File: src/rtl/udma_hyper_pkg.sv
// udma_hyper_pkg: shared scheduler state encoding and id-width helper
//   sched_state_e : IDLE -> ISSUE -> WAIT_DONE -> (RECOVERY) -> IDLE
//   id_width()    : channel id width, never narrower than one bit
package udma_hyper_pkg;

    typedef enum logic [1:0] {IDLE, ISSUE, WAIT_DONE, RECOVERY} sched_state_e;

    function automatic int id_width(input int nb_ch);
        return (nb_ch > 1) ? $clog2(nb_ch) : 1;
    endfunction

endpackage

File: src/rtl/udma_hyper_ch_sched_if.sv
// udma_hyper_ch_sched_if: request, descriptor and completion bundle of the channel scheduler
//   master : scheduler side (takes channel requests, drives descriptor, busy vector, idle)
//   slave  : environment side (channels, transaction engine, config block)
interface udma_hyper_ch_sched_if #(
    parameter int NB_CH      = 8,
    parameter int TRANS_SIZE = 16,
    parameter int ADDR_W     = 32
);
    localparam int ID_W = udma_hyper_pkg::id_width(NB_CH);

    logic [31:0]                cfg_t_read_write_recovery_i;
    logic [NB_CH-1:0]           req_valid_i;
    logic [NB_CH-1:0]           req_ready_o;
    logic [NB_CH*ADDR_W-1:0]    req_addr_i;
    logic [NB_CH*TRANS_SIZE-1:0] req_size_i;
    logic [NB_CH-1:0]           req_rwn_i;
    logic                       trans_valid_o;
    logic                       trans_ready_i;
    logic [ADDR_W-1:0]          trans_addr_o;
    logic [TRANS_SIZE-1:0]      trans_size_o;
    logic                       trans_rwn_o;
    logic [ID_W-1:0]            trans_id_o;
    logic                       done_valid_i;
    logic [ID_W-1:0]            done_id_i;
    logic [NB_CH-1:0]           busy_vec_o;
    logic                       idle_o;

    modport master (
        input  cfg_t_read_write_recovery_i, req_valid_i, req_addr_i, req_size_i, req_rwn_i,
               trans_ready_i, done_valid_i, done_id_i,
        output req_ready_o, trans_valid_o, trans_addr_o, trans_size_o, trans_rwn_o, trans_id_o,
               busy_vec_o, idle_o
    );

    modport slave (
        output cfg_t_read_write_recovery_i, req_valid_i, req_addr_i, req_size_i, req_rwn_i,
               trans_ready_i, done_valid_i, done_id_i,
        input  req_ready_o, trans_valid_o, trans_addr_o, trans_size_o, trans_rwn_o, trans_id_o,
               busy_vec_o, idle_o
    );

endinterface

File: src/rtl/udma_hyper_rr_arb.sv
// udma_hyper_rr_arb: combinational round-robin pick of the first eligible channel at or above rr_ptr_i
//   eligible_i   : channels allowed to win
//   rr_ptr_i     : highest-priority channel this cycle
//   gnt_onehot_o : winner as one-hot (zero when nothing eligible)
//   gnt_idx_o    : winner index
//   gnt_valid_o  : some channel won
module udma_hyper_rr_arb
    import udma_hyper_pkg::*;
#(
    parameter int NB_CH = 8,
    parameter int ID_W  = id_width(NB_CH)
) (
    input  logic [NB_CH-1:0] eligible_i,
    input  logic [ID_W-1:0]  rr_ptr_i,
    output logic [NB_CH-1:0] gnt_onehot_o,
    output logic [ID_W-1:0]  gnt_idx_o,
    output logic             gnt_valid_o
);

    logic [ID_W-1:0] idx;

    // Scan from the farthest offset down so the nearest eligible channel is written last and wins.
    always_comb begin
        idx         = '0;
        gnt_idx_o   = '0;
        gnt_valid_o = 1'b0;
        for (int i = NB_CH - 1; i >= 0; i--) begin
            idx = ID_W'((int'(rr_ptr_i) + i) % NB_CH);
            if (eligible_i[idx]) begin
                gnt_idx_o   = idx;
                gnt_valid_o = 1'b1;
            end
        end
    end

    assign gnt_onehot_o = gnt_valid_o ? (NB_CH'(1) << gnt_idx_o) : '0;

endmodule

File: src/rtl/udma_hyper_ch_sched.sv
// udma_hyper_ch_sched: round-robin scheduler of uDMA channel requests onto one HyperBus transaction engine
//   clk_i / rst_i : clock, synchronous active-high reset
//   bus (master)  : channel requests in, descriptor out, completion in, busy vector and idle out
module udma_hyper_ch_sched
    import udma_hyper_pkg::*;
#(
    parameter int NB_CH      = 8,
    parameter int TRANS_SIZE = 16,
    parameter int ADDR_W     = 32
) (
    input  logic                   clk_i,
    input  logic                   rst_i,
    udma_hyper_ch_sched_if.master  bus
);

    localparam int ID_W = id_width(NB_CH);

    sched_state_e          state_q, state_d;
    logic [ID_W-1:0]       rr_ptr_q, rr_ptr_d, id_q, id_d, gnt_idx;
    logic [NB_CH-1:0]      busy_q, busy_d, eligible, gnt_onehot, req_ready;
    logic [ADDR_W-1:0]     addr_q, addr_d;
    logic [TRANS_SIZE-1:0] size_q, size_d;
    logic                  rwn_q, rwn_d, gnt_valid, trans_valid;
    logic [31:0]           rec_cnt_q, rec_cnt_d;

    assign eligible = bus.req_valid_i & ~busy_q;

    udma_hyper_rr_arb #(.NB_CH(NB_CH)) u_arb (
        .eligible_i   (eligible),
        .rr_ptr_i     (rr_ptr_q),
        .gnt_onehot_o (gnt_onehot),
        .gnt_idx_o    (gnt_idx),
        .gnt_valid_o  (gnt_valid)
    );

    always_comb begin
        state_d     = state_q;
        rr_ptr_d    = rr_ptr_q;
        id_d        = id_q;
        busy_d      = busy_q;
        addr_d      = addr_q;
        size_d      = size_q;
        rwn_d       = rwn_q;
        rec_cnt_d   = rec_cnt_q;
        req_ready   = '0;
        trans_valid = 1'b0;
        case (state_q)
            IDLE: if (gnt_valid) begin
                req_ready = gnt_onehot;
                addr_d    = bus.req_addr_i[int'(gnt_idx)*ADDR_W +: ADDR_W];
                size_d    = bus.req_size_i[int'(gnt_idx)*TRANS_SIZE +: TRANS_SIZE];
                rwn_d     = bus.req_rwn_i[gnt_idx];
                id_d      = gnt_idx;
                busy_d    = busy_q | gnt_onehot;
                rr_ptr_d  = (gnt_idx == ID_W'(NB_CH - 1)) ? '0 : ID_W'(int'(gnt_idx) + 1);
                state_d   = ISSUE;
            end
            ISSUE: begin
                trans_valid = 1'b1;
                state_d     = bus.trans_ready_i ? WAIT_DONE : ISSUE;
            end
            // Completions for any other id are stale or foreign and must not free a channel.
            WAIT_DONE: if (bus.done_valid_i && bus.done_id_i == id_q) begin
                busy_d    = busy_q & ~(NB_CH'(1) << id_q);
                rec_cnt_d = bus.cfg_t_read_write_recovery_i;
                state_d   = (bus.cfg_t_read_write_recovery_i == '0) ? IDLE : RECOVERY;
            end
            // Leaving on rec_cnt==1 makes the number of RECOVERY cycles equal the programmed gap.
            RECOVERY: begin
                rec_cnt_d = rec_cnt_q - 32'd1;
                state_d   = (rec_cnt_q <= 32'd1) ? IDLE : RECOVERY;
            end
            default: state_d = IDLE;
        endcase
    end

    always_ff @(posedge clk_i) begin
        if (rst_i) begin
            state_q   <= IDLE;
            rr_ptr_q  <= '0;
            id_q      <= '0;
            busy_q    <= '0;
            addr_q    <= '0;
            size_q    <= '0;
            rwn_q     <= 1'b0;
            rec_cnt_q <= '0;
        end else begin
            state_q   <= state_d;
            rr_ptr_q  <= rr_ptr_d;
            id_q      <= id_d;
            busy_q    <= busy_d;
            addr_q    <= addr_d;
            size_q    <= size_d;
            rwn_q     <= rwn_d;
            rec_cnt_q <= rec_cnt_d;
        end
    end

    assign bus.req_ready_o   = req_ready;
    assign bus.trans_valid_o = trans_valid;
    assign bus.trans_addr_o  = addr_q;
    assign bus.trans_size_o  = size_q;
    assign bus.trans_rwn_o   = rwn_q;
    assign bus.trans_id_o    = id_q;
    assign bus.busy_vec_o    = busy_q;
    assign bus.idle_o        = (state_q == IDLE);

endmodule

File: src/flat_wrapper.sv
// flat-port wrapper written by rule: the top's interface ports become plain ports
module udma_hyper_ch_sched_flat import udma_hyper_pkg::*;
#(
    parameter int NB_CH      = 8,
    parameter int TRANS_SIZE = 16,
    parameter int ADDR_W     = 32
)
  (clk_i, rst_i, bus_cfg_t_read_write_recovery_i, bus_req_valid_i, bus_req_addr_i, bus_req_size_i, bus_req_rwn_i, bus_trans_ready_i, bus_done_valid_i, bus_done_id_i, bus_req_ready_o, bus_trans_valid_o, bus_trans_addr_o, bus_trans_size_o, bus_trans_rwn_o, bus_trans_id_o, bus_busy_vec_o, bus_idle_o);
  udma_hyper_ch_sched_if #(.NB_CH(NB_CH), .TRANS_SIZE(TRANS_SIZE), .ADDR_W(ADDR_W)) bus_i ();
  input  logic clk_i;
  input  logic rst_i;
  input wire logic [$bits(bus_i.cfg_t_read_write_recovery_i)-1:0] bus_cfg_t_read_write_recovery_i;
  input wire logic [$bits(bus_i.req_valid_i)-1:0] bus_req_valid_i;
  input wire logic [$bits(bus_i.req_addr_i)-1:0] bus_req_addr_i;
  input wire logic [$bits(bus_i.req_size_i)-1:0] bus_req_size_i;
  input wire logic [$bits(bus_i.req_rwn_i)-1:0] bus_req_rwn_i;
  input wire logic [$bits(bus_i.trans_ready_i)-1:0] bus_trans_ready_i;
  input wire logic [$bits(bus_i.done_valid_i)-1:0] bus_done_valid_i;
  input wire logic [$bits(bus_i.done_id_i)-1:0] bus_done_id_i;
  output wire logic [$bits(bus_i.req_ready_o)-1:0] bus_req_ready_o;
  output wire logic [$bits(bus_i.trans_valid_o)-1:0] bus_trans_valid_o;
  output wire logic [$bits(bus_i.trans_addr_o)-1:0] bus_trans_addr_o;
  output wire logic [$bits(bus_i.trans_size_o)-1:0] bus_trans_size_o;
  output wire logic [$bits(bus_i.trans_rwn_o)-1:0] bus_trans_rwn_o;
  output wire logic [$bits(bus_i.trans_id_o)-1:0] bus_trans_id_o;
  output wire logic [$bits(bus_i.busy_vec_o)-1:0] bus_busy_vec_o;
  output wire logic [$bits(bus_i.idle_o)-1:0] bus_idle_o;
  assign bus_i.cfg_t_read_write_recovery_i = bus_cfg_t_read_write_recovery_i;
  assign bus_i.req_valid_i = bus_req_valid_i;
  assign bus_i.req_addr_i = bus_req_addr_i;
  assign bus_i.req_size_i = bus_req_size_i;
  assign bus_i.req_rwn_i = bus_req_rwn_i;
  assign bus_i.trans_ready_i = bus_trans_ready_i;
  assign bus_i.done_valid_i = bus_done_valid_i;
  assign bus_i.done_id_i = bus_done_id_i;
  assign bus_req_ready_o = bus_i.req_ready_o;
  assign bus_trans_valid_o = bus_i.trans_valid_o;
  assign bus_trans_addr_o = bus_i.trans_addr_o;
  assign bus_trans_size_o = bus_i.trans_size_o;
  assign bus_trans_rwn_o = bus_i.trans_rwn_o;
  assign bus_trans_id_o = bus_i.trans_id_o;
  assign bus_busy_vec_o = bus_i.busy_vec_o;
  assign bus_idle_o = bus_i.idle_o;
  udma_hyper_ch_sched #(.NB_CH(NB_CH), .TRANS_SIZE(TRANS_SIZE), .ADDR_W(ADDR_W)) u_core (.clk_i(clk_i), .rst_i(rst_i), .bus(bus_i));
endmodule
File: config.mk
export PLATFORM = sky130hd
export DESIGN_NAME = udma_hyper_ch_sched_flat
export DESIGN_NICKNAME = d
export VERILOG_FILES = /design/src/rtl/udma_hyper_pkg.sv /design/src/rtl/udma_hyper_ch_sched_if.sv /design/src/rtl/udma_hyper_rr_arb.sv /design/src/rtl/udma_hyper_ch_sched.sv /design/src/flat_wrapper.sv
export SDC_FILE = /design/constraint.sdc
export NUM_CORES = 1
export LEC_CHECK = 0
export ABC_CLOCK_PERIOD_IN_PS = 4100
export BUFFER_PORTS_ARGS = -buffer_cell sky130_fd_sc_hd__buf_2
export CELL_PAD_IN_SITES_DETAIL_PLACEMENT = 1
export CELL_PAD_IN_SITES_GLOBAL_PLACEMENT = 1
export CORE_AREA = 2 2 197 199
export CTS_BUF_LIST = sky130_fd_sc_hd__clkbuf_8
export CTS_CLUSTER_DIAMETER = 80
export DETAILED_ROUTE_END_ITERATION = 6
export DIE_AREA = 0 0 199 201
export GPL_TIMING_DRIVEN = 0
export PLACE_DENSITY_LB_ADDON = 0.1
export RECOVER_POWER = 25
export SLEW_MARGIN = 20
export SYNTH_ARGS = -nofsm -noshare
export SYNTH_HDL_FRONTEND = slang
export SYNTH_SLANG_ARGS = --single-unit
export TNS_END_PERCENT = 30
File: constraint.sdc
create_clock -name clk_i -period 4.1 [get_ports clk_i]
set_clock_uncertainty 0.15 [all_clocks]
set_input_delay 0.41 -clock clk_i [delete_from_list [all_inputs] [get_ports clk_i]]
set_output_delay 0.41 -clock clk_i [all_outputs]
set_load 0.02 [all_outputs]
* Word level (Yosys, flattened, before mapping)
Cells that the tools add are included.
** Operators by class
- Eq/ne operators :: 7
- Reduce and logical (&&, ||, !) cells :: 9
- $add $sub $neg :: 9
- Muxes and demuxes :: 50
- Shift-type cells :: 4
- Magnitude comparators :: 10
- Bitwise gates (word level) :: 5
** Operators by type and width (count)
- $shiftx A256 B9 Y32 :: 1
- $shiftx A128 B8 Y16 :: 1
- $pmux W32 S2 :: 1
- $mux W8 :: 5
- $lt A3 B4 Y1 const B :: 9
- $le A32 B1 Y1 const B :: 1
- $logic_not A32 Y1 :: 1
- $mux W32 :: 1
- $sub A32 B1 Y32 const B :: 1
- $bmux W1 S3 :: 9
- $mux W3 :: 9
- $mux W1 :: 18
- $and A8 B8 Y8 :: 2
- $not A8 Y8 :: 2
- $pmux W8 S2 :: 1
- $shl A1 B3 Y8 const A :: 2
- $add A3 B3 Y3 const B :: 4
- $mux W2 :: 5
- $or A8 B8 Y8 :: 1
- $pmux W2 S4 :: 1
- $add A3 B1 Y3 const B :: 2
- $add A3 B2 Y3 const B :: 2
- $reduce_and A2 Y1 :: 3
- $eq A2 B2 Y1 const B :: 2
- other kinds (8) :: 10
** Storage, ports and cells
- Logic and storage cells :: 102
- Output and inout bits :: 70
- Flip-flop bits (word level) :: 97
- Bits of input ports :: 439

* Logic depth before layout (Yosys ltp)
Gate-level depths: netlist of run 1.
- Depth after elaboration :: 17
- Mapped depth :: 16
- Depth with buffers taken out :: 11

* Hierarchy
From an unflattened synthesis of run 1, not the netlist that was laid out.
** Unflattened totals
- Cells, all modules :: 855
- Area total of the unflattened synthesis :: 8516.9 um2
** Modules (own cells, without submodules)
- udma_hyper_ch_sched :: cells an instance 725, area an instance 7388.3 um2, seq. area each 1941.9 um2, times used 1
- udma_hyper_rr_arb :: cells an instance 130, area an instance 1128.6 um2, seq. area each 0.0 um2, times used 1

* Least setup slack after synthesis of run 1
Ideal clock, no wire load.
- Path kind :: register -> output
- From :: register u_core.rr_ptr_q[1]
- To :: output bus_req_ready_o[0]
- Slack :: 247 ps
- Cell stages (with the launch flop) :: 14
- Arrival time :: 3293 ps
- Buffers on the path :: 4
- Path through :: dfxtp_1 > clkinv_1 > ha_1 > clkbuf_1 > clkinv_1 > mux4_2 > a211o_1 > a32oi_1 > a21bo_1 > buf_2 > buf_6 > buf_2 > nand2_1 > nor2_1
** On the way
- Cells in the longest elaborated chain, start to end :: 15
- Elaborated cells on any way between the ends :: 43
- Classes of those cells :: add/sub (7); shift (1); mux (35)
** Ends and longest elaborated chain
- from (decl) :: RTL line udma_hyper_ch_sched.sv:19 : logic [ID_W-1:0] rr_ptr_q, rr_ptr_d, id_q, id_d, gnt_idx;
- from (signal assigned) :: RTL line udma_hyper_ch_sched.sv:89 : rr_ptr_q <= rr_ptr_d;
- $add A3 B3 Y3 :: RTL line udma_hyper_rr_arb.sv:28 : idx = ID_W'((int'(rr_ptr_i) + i) % NB_CH);
- $bmux W1 S3 :: RTL line udma_hyper_rr_arb.sv:29 : if (eligible_i[idx]) begin
- $mux W1 (implied by the code) :: RTL line udma_hyper_rr_arb.sv:29
- $mux W3 (8 in series) :: RTL line udma_hyper_rr_arb.sv:29
- $shl A1 B3 Y8 :: RTL line udma_hyper_rr_arb.sv:36 : assign gnt_onehot_o = gnt_valid_o ? (NB_CH'(1) << gnt_idx_o) : '0;
- $mux W8 :: RTL line udma_hyper_rr_arb.sv:36
- $mux W8 * :: RTL line udma_hyper_ch_sched.sv:48 : IDLE: if (gnt_valid) begin
- $mux W8 * :: RTL line udma_hyper_ch_sched.sv:47 : case (state_q)
- to (decl) :: RTL line flat_wrapper.sv:20 : output wire logic [$bits(bus_i.req_ready_o)-1:0] bus_req_ready_o;
Mark *: on every way between the ends. The rest lies on a longest branch, timed or not. The select of a mux whose other input is x is not followed.

* Worst setup path after layout of run 1
- From :: register u_core.busy_q[4], in the netlist u_core.bus.busy_vec_o[4]
- To :: output bus_req_ready_o[3]
** On the way
- Cells in the longest elaborated chain, start to end :: 16
- Elaborated cells on any way between the ends :: 38
- Classes of those cells :: shift (1); mux (35); bitwise (2)
** Ends and longest elaborated chain
- from (decl) :: RTL line udma_hyper_ch_sched.sv:20 : logic [NB_CH-1:0] busy_q, busy_d, eligible, gnt_onehot, req_ready;
- from (signal assigned) :: RTL line udma_hyper_ch_sched.sv:91 : busy_q <= busy_d;
- $not A8 Y8 * :: RTL line udma_hyper_ch_sched.sv:26 : assign eligible = bus.req_valid_i & ~busy_q;
- $and A8 B8 Y8 * :: RTL line udma_hyper_ch_sched.sv:26
- $bmux W1 S3 :: RTL line udma_hyper_rr_arb.sv:29
- $mux W1 (implied by the code) :: RTL line udma_hyper_rr_arb.sv:29
- $mux W3 (8 in series) :: RTL line udma_hyper_rr_arb.sv:29
- $shl A1 B3 Y8 :: RTL line udma_hyper_rr_arb.sv:36
- $mux W8 :: RTL line udma_hyper_rr_arb.sv:36
- $mux W8 * :: RTL line udma_hyper_ch_sched.sv:48
- $mux W8 * :: RTL line udma_hyper_ch_sched.sv:47
Marks and branches as above.

==> flow_summary.yaml, run 1 <==
run_status:
  outcome: "complete, no violations"
floorplan:
  die_area_um2: 40000
  die_x_um: 199
  rows: 72
  start_util_pct: 21.9
  die_y_um: 201
  core_um2: 38100
  io_pins: 509
clocking:
  clk_pin_slew_worst_paths_ps: 120
  cts_buffers: 9
  cts_tree: "yes"
  cts_max_level: 3
  clk_path_buf_depth: 2
  clock-sinks: 97
  cts_root_buf: "clkbuf_8"
  worstSkewPairLatency_ps: 430
timing:
  rsz0062_at_grt: "yes"
  setup_tns_ps: 0
  hold_viol: 0
  worstMarginPinSlew_ps: 756
  setup_viol_count_final: 0
  max_freq_mhz: 247
  finalWorstSetupSlack_ps: 53.6
  relSlewSlack_pct: 49.6
  period_minus_slack_ps: 4050
  drv_slew: 0
  period_share_pct: 98.7
  hold_slack_ps: 80.1
layout:
  layoutNonFillerInstCount: 2291
  final_nets: 2201
  seq_area_um2: 1950
  area_growth_pct: 48.9
  layout-drive-gt1-share_pct: 35.3
  num-fill-cells: 4969
  multiInputGateArea_um2: 6170
  final_core_util_pct: 32.6
critical_path:
  required_ps: 3540
  critPathCaptureType: "primary output"
  worst_setup_path_start_kind: "flop"
  cp.arrival_ps: 3490
  crit_type: "reg2out"
  cp_max_fo: 4
detailed_routing:
  ant_nets: 0
  drc: 0
  first_pass_iters: 5
  vias_per_cell: 5.00
  avgRoutedWirePerCell_um: 23.3
  wl_mm: 53.5
  drt_iter0_markers: 479
  dr_total_vias: 11400
global_route:
  grt_pass1_vias: 12000
  grt_pass1_wl_mm: 77.0
  grt_max_degree: 17
  grt_usage_pct: 26.3
  antenna_found_initial: 15
  grt-ovfl-total: 0
synthesis:
  synthDistinctLibCells: 65
  yosys_warnings: 0
  async_flop_share_pct: 0
  syn_area_um2: 8350
  synth-main-ff-cell: "dfxtp_1"
  netlist_instances: 1206
  syn_avg_cell_area_um2: 6.93
  synth-edff-count: 0
  yosys-top-cells-count: "nand2_1, nor2_1, mux2i_1"
  yosysSeqAreaShare_pct: 23.2
  ys_ff_latch: 97
  yosysTopAreaCell: "dfxtp_1"
  ys_top_cells_by_area: "dfxtp_1, mux2i_1, nand2_1"
  synth_top_area_share_pct: 23.2
  syn_nets: 1649
  synth_most_common_cell: "nand2_1"
pwr:
  p_per_area_nw_per_um2: 1100
  p_leak_nw: 5.78
  peakVddDrop_mv: 0.567
placement:
  hpwl_mm: 43.6
  gp_congestion: 0.880
  place_inst: 2231
  pre_cts_ws_ps: -1680
  port_buffers: 507
min_path:
  min_path_type: "in2reg"
job:
  drv_cap: 0
## cell families after synthesis
group	after synthesis	share of synthesized area, %
adder cells (fa/ha/maj)	4	0.599
AND/OR/NAND/NOR	502	25.2
buffers and inverters	114	5.81
AO/OA/AOI/OAI	354	27.9
multiplexers	119	15.5
flip-flops	97	23.2
XOR/XNOR	16	1.68
## per-layer routing
layer	GRT usage [%]	share of wire (%)	wire [um]
met5	0	0.11	61
met4	10.0	2.8	1520
met3	5.66	5.6	2990
met2	45.3	50	26500
met1	31.9	42	22400
## final cells by class
class                   instances  share of cell area, %
multi-input cells             995                   49.6
repair buffers                543                   22.6
flip-flops and latches         97                   15.7
well taps                     518                   5.21
plain buffers                  96                   4.36
clock buffers                   9                  0.996
clock inverters                 7                  0.755
inverters                      16                  0.553
diodes                         10                  0.201
## cells in the final DEF, fill, tap and decap left out, types with 4 or more instances in the layout
cell type  instances
nand2b_1           9
or2_2              6
nor2b_1           10
dfxtp_1           93
diode_2           10
nor4_1             9
o221ai_1           8
inv_2              5
nor2_1           140
buf_4             42
buf_1              5
clkbuf_8          10
mux2i_1          107
a21oi_1           88
a211oi_1          19
nand2_2            5
nand4_1            5
o31ai_1            8
mux4_2             8
buf_6              7
o22ai_1           52
xnor2_1            4
nand2_1          255
or3_1              5
clkbuf_1          94
o211ai_1           4
o31a_1            49
inv_1             10
buf_2            477
xor2_1             8
o21ai_0           34
a31oi_1           51
nand3_1           15
nor3_1            18
## final timing paths
kind                       startpoint                    endpoint  slack, ps  cells after the start
max          u_core.bus.busy_vec_o[4]          bus_req_ready_o[3]         50                     12
min reg2reg      u_core.rec_cnt_q[23]        u_core.rec_cnt_q[23]        330                      2
max reg2reg        u_core.rr_ptr_q[0]  u_core.bus.trans_size_o[8]        180                     11
min                 bus_trans_ready_i           u_core.state_q[1]         80                      3
## critical path: stages, from the launching register on
cell and delay, ps:
dfxtp_1 390, nand2b_1 240, mux2_2 330, mux4_2 540, a211o_1 350, o211ai_1 220, a21bo_2 300, buf_12 140
clkbuf_16 150, nor2_4 120, nand2_2 80, inv_2 70, buf_6 110
## registers in the layout, indices dropped and copies added, names as in the netlist
| name | cells |
|---|---|
| u_core.bus.trans_size_o | 16 |
| u_core.bus.trans_rwn_o | 1 |
| u_core.rec_cnt_q | 32 |
| u_core.bus.busy_vec_o | 8 |
| u_core.state_q | 2 |
| u_core.rr_ptr_q | 3 |
| u_core.bus.trans_id_o | 3 |
| u_core.bus.trans_addr_o | 32 |
## where the power goes
part	total [mW]	internal, mW	switching [mW]	leakage [nW]
logic	11.4	4.22	7.20	4.86
clock network	0.784	0.346	0.438	0.117
registers	1.43	1.21	0.217	0.799
total	13.6	5.77	7.85	5.78
## through the flow
step | area, um2 | total power [mW]
floorplan | 8350 | 7.98
global placement | 11500 | 11.7
detailed placement | 11500 | 11.7
CTS | 12300 | 13.5
global route | 12400 | 14.6
finish | 12400 | 13.6
## what timing repair did
| item | in CTS | in global routing |
|---|---|---|
| endpoints found under the setup margin | 71 | 44 |
| hold endpoints to repair | 0 | 0 |
| pin swaps | 11 | 15 |
| setup buffers | 22 | 14 |
| hold buffers | 0 | 0 |
| gates resized for setup | 88 | 34 |
| gates cloned | 0 | 0 |
Note: power is estimated with default switching activity, not from simulation.
==> run 2, diff against run 1 <==
--- a/config.mk
+++ b/config.mk
@@ -6,14 +6,14 @@
 export NUM_CORES = 1
 export LEC_CHECK = 0
 export ABC_CLOCK_PERIOD_IN_PS = 4100
-export BUFFER_PORTS_ARGS = -buffer_cell sky130_fd_sc_hd__buf_2
 export CELL_PAD_IN_SITES_DETAIL_PLACEMENT = 1
 export CELL_PAD_IN_SITES_GLOBAL_PLACEMENT = 1
-export CORE_AREA = 2 2 197 199
+export CORE_AREA = 2 2 198 200
 export CTS_BUF_LIST = sky130_fd_sc_hd__clkbuf_8
 export CTS_CLUSTER_DIAMETER = 80
 export DETAILED_ROUTE_END_ITERATION = 6
-export DIE_AREA = 0 0 199 201
+export DIE_AREA = 0 0 200 202
+export DONT_BUFFER_PORTS = 1
 export GPL_TIMING_DRIVEN = 0
 export PLACE_DENSITY_LB_ADDON = 0.1
 export RECOVER_POWER = 25
==> flow_summary.yaml, run 2 (same netlist as run 1, synthesis figures left out) <==
layout:
  mostFrequentLayoutCells: "nand2_1, nor2_1, mux2i_1, a21oi_1, dfxtp_1"
  num-fill-cells: 4714
  layout_commonest_cell: "nand2_1"
  area_growth_pct: 18.2
  layoutNonFillerInstCount: 1773
  final_nets: 1688
  layout-drive-gt1-share_pct: 12.5
critical_path:
  required_ps: 3540
  cp_max_fo: 10
  crit_type: "reg2out"
  cp.arrival_ps: 3500
  cp_num_buf_inv: 6
  critPathCaptureType: "primary output"
  crit_chain: "inv_4, buf_8, buf_12, mux2i_1, mux4_2, nor2_1, and4_4, nor3_4, buf_4, clkbuf_4, and2_1, nand2_1, inv_2"
  worst_setup_path_start_kind: "flop"
  path_delay_family: "multiplexers"
  cpPeakStageDelay_ps: 500
  cp_slowest_cell: "mux2i_1"
floorplan:
  die_y_um: 202
  core_um2: 38300
  rows: 72
  start_util_pct: 21.8
  die_area_um2: 40400
  io_pins: 509
  die_x_um: 200
placement:
  gp_congestion: 0.853
  place_inst: 1724
  hpwl_mm: 41.2
  port_buffers: 0
  pre_cts_ws_ps: -1550
global_route:
  grt_pass1_wl_mm: 70.8
  grt-ovfl-total: 0
  grt_usage_pct: 24.6
  antenna_found_initial: 10
  grt_max_degree: 18
  grt_pass1_vias: 10000
clocking:
  clk_path_buf_depth: 2
  cts_tree: "yes"
  cts_max_level: 3
  clk_pin_slew_worst_paths_ps: 130
  worstSkewPairLatency_ps: 430
  cts_root_buf: "clkbuf_8"
  cts_buffers: 9
  clock-sinks: 97
timing:
  period_minus_slack_ps: 4060
  period_share_pct: 98.9
  drv_slew: 0
  finalWorstSetupSlack_ps: 44.8
  worstMarginPinSlew_ps: 781
  relSlewSlack_pct: 47.4
  hold_viol: 0
  rsz0062_at_grt: "yes"
  max_freq_mhz: 247
  setup_viol_count_final: 0
pwr:
  peakVddDrop_mv: 0.785
  p_leak_nw: 3.82
  p_per_area_nw_per_um2: 1330
detailed_routing:
  dr_total_vias: 9575
  wl_mm: 50.9
  vias_per_cell: 5.40
  first_pass_iters: 6
  drt_iter0_markers: 343
  avgRoutedWirePerCell_um: 28.7
  ant_nets: 0
  drc: 0
min_path:
  min_path_type: "in2reg"
job:
  drv_cap: 0
run_status:
  outcome: "complete, no violations"
## run 2: path summary, 6_finish.rpt
kind                                end  slack, ps  cells past startpoint                               start
max reg2reg  u_core.bus.trans_addr_o[1]        180                     13                  u_core.rr_ptr_q[0]
min                 u_core.rec_cnt_q[9]         50                      2  bus_cfg_t_read_write_recovery_i[9]
min reg2reg        u_core.rec_cnt_q[17]        340                      2                u_core.rec_cnt_q[17]
max                  bus_req_ready_o[2]         40                     13                  u_core.rr_ptr_q[0]
## run 2: power breakdown
part / switching, mW / internal, mW
clock network: 0.443 / 0.326
logic: 6.72 / 3.86
registers: 0.576 / 1.22
total: 7.74 / 5.40
## run 2: per-stage QoR
stage	hold WS, ps	total power [mW]	cell area (um2)	TNS, ps	util (%)
floorplan	295	7.98	8350	0	-
global placement	323	11.4	9000	-78490	23.5
detailed placement	329	11.5	9000	-78020	23.5
CTS	0.326	13.1	9710	-212	25.4
global route	35.0	14.1	9870	-790	25.8
finish	49.3	13.1	9880	0	25.8
## run 2: worst reg2reg max path, cell delays in order (launching register included)
cell,delay (ps)
dfxtp_4,400
inv_4,70
buf_8,110
buf_12,110
mux2i_1,510
mux4_2,450
nor2_1,70
and4_4,210
nor3_4,190
buf_4,160
buf_4,120
clkbuf_1,580
a31oi_1,330
o31a_1,370
## run 2: repair_timing
| item | in CTS | in global routing |
|---|---|---|
| hold endpoints to repair | 3 | 0 |
| pin swaps | 10 | 11 |
| hold buffers | 3 | 0 |
| buffers inserted | 19 | 7 |
| endpoints found under the setup margin | 71 | 50 |
| resized for setup | 85 | 38 |
## run 2: per-layer routing
metal	vias up	share of wire, %	global-route usage, %
met2	350	50	42.4
met1	4709	41	30.1
met4	6	2.6	7.49
li1	4454	-	-
met3	56	6.2	5.57
met5	-	0.077	0
## run 2: layout make-up
type / instances / area [um2] / share of cell area [%]
inverters: 16 / 78.8 / 0.798
diodes: 5 / 12.5 / 0.127
multi-input cells: 995 / 6160 / 62.3
well taps: 518 / 648 / 6.56
flip-flops and latches: 97 / 1960 / 19.9
clock inverters: 5 / 67.6 / 0.684
clock buffers: 11 / 151 / 1.53
repair buffers: 29 / 250 / 2.53
plain buffers: 97 / 548 / 5.55
